[src/rtl/lv_ow_adc_rsp.sv]
// ADC request responder: sends one ADC-read command frame on the one-wire TX link and acks ctrl fsm with the reply status.
// Optional feature macro OW_ADC_RETRY_EN: retry a failed attempt up to RETRY_NUM times before acking with an error.
module lv_ow_adc_rsp #(
    parameter logic [7:0]  ADC_CMD     = 8'h5A,
    parameter int unsigned ADC_DATA_W  = 16,
    parameter int unsigned TIMEOUT_CYC = 1024,
    parameter int unsigned RETRY_NUM   = 2
) (
    input  logic                  i_clk,
    input  logic                  i_rst,
    input  logic                  i_ow_comm_en,
    input  logic                  i_fsm_ow_ctrl_req_adc,
    output logic                  o_ow_ctrl_fsm_ack_adc,
    output logic                  o_ow_ctrl_fsm_ack_adc_status,
    output logic                  o_ow_tx_vld,
    output logic [7:0]            o_ow_tx_cmd,
    input  logic                  i_ow_tx_rdy,
    input  logic                  i_ow_rx_vld,
    input  logic                  i_ow_rx_err,
    input  logic [ADC_DATA_W-1:0] i_ow_rx_data,
    output logic [ADC_DATA_W-1:0] o_adc_data,
    output logic                  o_adc_data_vld
);

    localparam int unsigned TO_CNT_W = $clog2(TIMEOUT_CYC + 1);
    localparam logic [TO_CNT_W-1:0] TO_LAST = TO_CNT_W'(TIMEOUT_CYC - 1);
    localparam logic [TO_CNT_W-1:0] TO_MAX  = TO_CNT_W'(TIMEOUT_CYC);

    typedef enum logic [1:0] {
        ST_IDLE = 2'd0,
        ST_SEND = 2'd1,
        ST_WAIT = 2'd2,
        ST_ACK  = 2'd3
    } state_e;

    state_e                  state_q, state_d;
    logic [TO_CNT_W-1:0]     to_cnt_q, to_cnt_d;
    logic                    ack_q, ack_d;
    logic                    ack_status_q, ack_status_d;
    logic                    tx_vld_q, tx_vld_d;
    logic [7:0]              tx_cmd_q, tx_cmd_d;
    logic [ADC_DATA_W-1:0]   adc_data_q, adc_data_d;
    logic                    adc_data_vld_q, adc_data_vld_d;
    logic                    attempt_fail;

`ifdef OW_ADC_RETRY_EN
    localparam int unsigned RTY_CNT_W = (RETRY_NUM > 0) ? $clog2(RETRY_NUM + 1) : 1;
    localparam logic [RTY_CNT_W-1:0] RTY_MAX = RTY_CNT_W'(RETRY_NUM);
    logic [RTY_CNT_W-1:0]    rty_cnt_q, rty_cnt_d;
`endif

    always_comb begin
        state_d        = state_q;
        to_cnt_d       = to_cnt_q;
        ack_d          = 1'b0;
        ack_status_d   = 1'b0;
        tx_vld_d       = tx_vld_q;
        tx_cmd_d       = tx_cmd_q;
        adc_data_d     = adc_data_q;
        adc_data_vld_d = 1'b0;
        attempt_fail   = 1'b0;
`ifdef OW_ADC_RETRY_EN
        rty_cnt_d      = rty_cnt_q;
`endif

        case (state_q)
            ST_IDLE: begin
                if (i_fsm_ow_ctrl_req_adc) begin
                    if (i_ow_comm_en) begin
                        state_d  = ST_SEND;
                        tx_vld_d = 1'b1;
                        tx_cmd_d = ADC_CMD;
`ifdef OW_ADC_RETRY_EN
                        rty_cnt_d = '0;
`endif
                    end else begin
                        state_d      = ST_ACK;
                        ack_d        = 1'b1;
                        ack_status_d = 1'b1;
                    end
                end
            end
            ST_SEND: begin
                // RX pulses here are stale traffic and deliberately ignored.
                if (!i_ow_comm_en) begin
                    state_d      = ST_ACK;
                    ack_d        = 1'b1;
                    ack_status_d = 1'b1;
                    tx_vld_d     = 1'b0;
                    tx_cmd_d     = 8'h00;
                end else if (i_ow_tx_rdy) begin
                    state_d  = ST_WAIT;
                    tx_vld_d = 1'b0;
                    tx_cmd_d = 8'h00;
                    to_cnt_d = '0;
                end
            end
            ST_WAIT: begin
                if (!i_ow_comm_en) begin
                    state_d      = ST_ACK;
                    ack_d        = 1'b1;
                    ack_status_d = 1'b1;
                end else if (i_ow_rx_vld && !i_ow_rx_err) begin
                    state_d        = ST_ACK;
                    ack_d          = 1'b1;
                    adc_data_d     = i_ow_rx_data;
                    adc_data_vld_d = 1'b1;
                end else if (i_ow_rx_vld || (to_cnt_q == TO_LAST)) begin
                    attempt_fail = 1'b1;
                end else if (to_cnt_q != TO_MAX) begin
                    to_cnt_d = to_cnt_q + 1'b1;
                end
            end
            ST_ACK: begin
                state_d = ST_IDLE;
            end
            default: begin
                state_d = ST_IDLE;
            end
        endcase

        if (attempt_fail) begin
`ifdef OW_ADC_RETRY_EN
            if (rty_cnt_q < RTY_MAX) begin
                rty_cnt_d = rty_cnt_q + 1'b1;
                state_d   = ST_SEND;
                tx_vld_d  = 1'b1;
                tx_cmd_d  = ADC_CMD;
            end else
`endif
            begin
                state_d      = ST_ACK;
                ack_d        = 1'b1;
                ack_status_d = 1'b1;
            end
        end
    end

    always_ff @(posedge i_clk) begin
        if (i_rst) begin
            state_q        <= ST_IDLE;
            to_cnt_q       <= '0;
            ack_q          <= 1'b0;
            ack_status_q   <= 1'b0;
            tx_vld_q       <= 1'b0;
            tx_cmd_q       <= 8'h00;
            adc_data_q     <= '0;
            adc_data_vld_q <= 1'b0;
        end else begin
            state_q        <= state_d;
            to_cnt_q       <= to_cnt_d;
            ack_q          <= ack_d;
            ack_status_q   <= ack_status_d;
            tx_vld_q       <= tx_vld_d;
            tx_cmd_q       <= tx_cmd_d;
            adc_data_q     <= adc_data_d;
            adc_data_vld_q <= adc_data_vld_d;
        end
    end

`ifdef OW_ADC_RETRY_EN
    always_ff @(posedge i_clk) begin
        if (i_rst) begin
            rty_cnt_q <= '0;
        end else begin
            rty_cnt_q <= rty_cnt_d;
        end
    end
`endif

    assign o_ow_ctrl_fsm_ack_adc        = ack_q;
    assign o_ow_ctrl_fsm_ack_adc_status = ack_status_q;
    assign o_ow_tx_vld                  = tx_vld_q;
    assign o_ow_tx_cmd                  = tx_cmd_q;
    assign o_adc_data                   = adc_data_q;
    assign o_adc_data_vld               = adc_data_vld_q;

endmodule

[config.mk]
export PLATFORM = sky130hd
export DESIGN_NAME = lv_ow_adc_rsp
export DESIGN_NICKNAME = d
export VERILOG_FILES = /design/src/rtl/lv_ow_adc_rsp.sv
export SDC_FILE = /design/constraint.sdc
export NUM_CORES = 1
export LEC_CHECK = 0
export ABC_CLOCK_PERIOD_IN_PS = 6400
export CORE_ASPECT_RATIO = 1.75
export CORE_UTILIZATION = 50
export DETAILED_ROUTE_END_ITERATION = 10
export PLACE_DENSITY = 0.88
export SYNTH_ARGS = -nofsm -noshare
export SYNTH_HDL_FRONTEND = slang
export SYNTH_SLANG_ARGS = --single-unit
[constraint.sdc]
create_clock -name i_clk -period 6.4 [get_ports i_clk]
set_clock_uncertainty 0.05 [all_clocks]
set_input_delay 1.6 -clock i_clk [delete_from_list [all_inputs] [get_ports i_clk]]
set_output_delay 1.6 -clock i_clk [all_outputs]
set_load 0.1 [all_outputs]
# Word level (Yosys, flattened, before mapping)
# Index checks and enable logic that the tools add are counted.
# classes
add_sub_neg	1
n_shift	0
mul	0
n_eq_ne	17
order_cmp	0
div	0
n_reduce_logical	12
n_mux	37
bitwise	2
# ops
cell	count
$mux 11	6
$mux 8	4
$pmux 11 s2	1
$ne 2x2->1 const B	8
$pmux 8 s2	1
$mux 1	14
$mux 2	7
$add 11x1->11 const B	1
$eq 11x10->1 const B	1
$ne 11x11->1 const B	1
$ne 4x4->1 const B	2
$pmux 2 s4	1
$reduce_and 7->1	1
$ne 3x3->1 const B	2
$reduce_and 3->1	2
$eq 2x2->1 const B	2
$pmux 1 s2	2
$reduce_and 4->1	1
$reduce_bool 2->1	2
$pmux 1 s3	1
$reduce_or 3->1	1
$eq 2x1->1 const B	1
$logic_not 2->1	1
$not 1->1	2
other kinds (4)	4
# word_totals
latch_bits	0
n_memories	0
output_inout_bits	28
reg_bits	41
ram_bits	0
mem_bits_ro	0

# Depth between registers and ports, before layout
# depth
word_depth	8
mapped_depth	10
mapped_depth_nobuf	7

# Least setup slack after synthesis
# Ideal clock, no wire load.
# synth_timing
path_type	flip-flop to output port
from	register o_ow_tx_cmd[4] (netlist name)
to	output port o_ow_tx_cmd[1]
t_arrival_ps	1444
path_stages_with_launch	2
n_path_buf	1
setup_slack_ps	3306
cell_sequence	dfxtp_1 -> buf_4
# synth_rtl
item	line	text
end: declaration	16	output logic [7:0] o_ow_tx_cmd,

# Worst setup path after layout
# layout_timing
from	input port i_ow_comm_en
to	register adc_data_q[9] (netlist: o_adc_data[9])
# layout_between
elab_chain_len	1
# layout_lines
item	line	text
start: declaration	11	input logic i_ow_comm_en,
$reduce_and 3->1 (no line)	--	
end signal: assignment	156	adc_data_q <= adc_data_d;
end: declaration	42	logic [ADC_DATA_W-1:0] adc_data_q, adc_data_d;
# Every way passes these cells.
# A chain may end at the register's enable or synchronous reset.

==> flow_summary_export.csv <==
group,metric,value,unit
run_status,status,"completed",
pwr,p_per_area,326,mW/mm^2
clock_tree,clk_pin_slew,70,ps
worst_setup_path,crit_required,6550,ps
route,drt_first_iter_violations,47,
placed_design,gp_congestion,0.926,
global_routing,antenna_found_initial,0,
global_routing,grt_pass1_wl,6.34,mm
pwr,max-vdd-ir-drop,223,uV
final_layout,area_growth,31.3,%
worst_setup_path,cp_max_fo,16,
sta,slew_headroom,32.9,%
clock_tree,post_cts_buffers,0,
synth,synth.cell_area,0.00167,sq mm
worst_setup_path,worstPathArrival,3690,ps
floorplan,fp.dieH,78.4,um
clock_tree,ctsLongestPathBuffers,2,
placed_design,dp_hpwl,2.98,mm
global_routing,grt_max_degree,25,
route,wl_per_cell,13.6,um
sta,fmax,282,MHz
placed_design,dpl-instance-area,0.00209,sq mm
clock_tree,htree_levels,2,
final_layout,n_antenna_cell,0,
synth,netlist_instances,213,
clock_tree,cts_resized,0,
floorplan,die-area,0.00358,sq mm
final_layout,final_common_cell,"nand2_1",
final_layout,finish.instance_area,0.00219,sq mm
worst_setup_path,reg2reg_setup_slack,4130,ps
clock_tree,cts_hold_buf,0,
route,vias,1648,
final_layout,final.fill_count,283,
global_routing,grt_pass1_vias,1539,
flow_run,maxCapViolations,0,
clock_tree,clkSinkCount,33,
floorplan,initial_core_util,52.6,%
clock_tree,cts_tree,"done",
sta,tns,0,ps
route,totalWireLength,4.02,mm
placed_design,dp.cells,288,
route,drt_first_pass_iters,4,
sta,grt_setup_unrepaired,"false",
pwr,leakage,0.000739,uW
sta,finalCriticalPeriod,3540,ps
route,drc,0,
worst_hold_path,holdCritPathClass,"register to register",
sta,finalSetupViolations,0,
sta,period_share,55.4,%
floorplan,row_count,27,
worst_setup_path,worstSetupStartpointType,"primary input",
global_routing,grt_overflow,0,
final_layout,drive_gt1_share,4.35,%
clock_tree,clock-root-buffer,"clkbuf_8",
global_routing,grt_usage,24.1,%
sta,worst_pin_slew,1000,ps
floorplan,die_w,45.7,um
synth,avgSynthCellArea,7.84,sq um
synth,yosys_register_bits,33,
final_layout,nets,282,
sta,final_hold_viol_count,0,
clock_tree,clk_latency,280,ps
clock_tree,cts_buffers,5,
sta,slew_viol_final,0,
synth,seq_area_frac_synth,39.6,%
route,antenna_left,0,
synth,yosysWarnings,0,
route,avgViaCountPerCell,5.57,
placed_design,port_buffers,46,
final_layout,stdcell_count,296,
synth,ys.flop_type,"dfxtp_1",
synth,async_flop_share,0,%
floorplan,ios,51,
worst_setup_path,cp-end-kind,"register",
final_layout,final_cell_mix,"47 x nand2_1, 46 x clkdlybuf4s50_1, 33 x dfxtp_1",
worst_setup_path,critical_path_class,"primary input to register",
synth,synth_edf_count,0,
floorplan,fp.coreArea,0.00318,sq mm
synth,synth.distinct_cells,39,
## worst max-delay path, cell delays in order
cell             delay, ps
clkdlybuf4s50_1        730
nand2_1                230
nor2_1                 790
nand2_1                150
a21oi_1                180
## final cells by class
cell class | instances | area (sq um) | share of cell area (%)
tap | 43 | 53.8 | 2.45
timing repair buffer | 47 | 468 | 21.3
inverter | 10 | 37.5 | 1.71
clock buffer | 7 | 96.3 | 4.39
clock inverter | 1 | 5.00 | 0.228
multi-input combinational | 155 | 871 | 39.7
sequential | 33 | 661 | 30.1
## synthesized netlist by cell type, types with 3 or more instances
cell,number,area [sq um]
nand2_1,47,176
o31ai_1,7,52.6
or3_1,3,18.8
nand3_1,7,35.0
inv_1,10,37.5
nor4_1,3,18.8
buf_4,9,67.6
nor2_1,8,30.0
ha_1,7,87.6
or4_1,6,45.0
a21oi_1,29,145
clkbuf_1,5,18.8
o21ai_0,6,30.0
dfxtp_1,33,661
## logic make-up (layout without fill, tap and decap cells)
family / count (synthesis) / in the layout / share of synthesized area, %
other: 1 / 4 / 0.225
buffers and inverters: 28 / 65 / 8.92
and+or+nand+nor: 88 / 88 / 25.3
AOI/OAI and AO/OA: 55 / 55 / 20.2
muxes: 1 / 1 / 0.600
DFF: 33 / 33 / 39.6
adders and majority gates: 7 / 7 / 5.25
## routing by layer
metal / vias up / GRT usage (%) / routed length (um)
li1: 816 / - / -
met1: 770 / 22.8 / 1440
met2: 48 / 43.6 / 2280
met3: 14 / 5.75 / 157
met4: 0 / 13.6 / 129
met5: - / 0 / 0
## flip-flops by register name, indices dropped and copies added, names as in the netlist
name                          cells
o_ow_tx_cmd                       1
o_adc_data                       16
o_ow_ctrl_fsm_ack_adc_status      1
to_cnt_q                         11
state_q                           2
o_ow_ctrl_fsm_ack_adc             1
o_adc_data_vld                    1
## worst paths after layout
check | start | to | depth (start not counted)
max | i_ow_comm_en | o_adc_data[9]$_SDFFE_PP0P_ | 5
min | o_adc_data[6]$_SDFFE_PP0P_ | o_adc_data[6]$_SDFFE_PP0P_ | 2
max reg2reg | state_q[0]$_SDFFE_PP0P_ | to_cnt_q[8]$_SDFFE_PP0P_ | 8
min reg2reg | o_adc_data[6]$_SDFFE_PP0P_ | o_adc_data[6]$_SDFFE_PP0P_ | 2
## power breakdown
part,internal (uW),switching (uW)
clock network,97.1,74.2
registers,223,16.1
logic,87.8,217
## through the flow
stage / worst slack [ps] / total power, uW / utilization (%) / hold WS [ps]
after floorplan: 3310 / 490 / - / 407
after global placement: 2660 / 540 / 65.8 / 391
after detailed placement: 2560 / 546 / 65.8 / 400
after CTS: 2840 / 718 / 69.0 / 410
after global routing: 2610 / 754 / 69.0 / 432
final: 2860 / 715 / 69.0 / 408
Note: power is estimated with default switching activity, not from simulation.
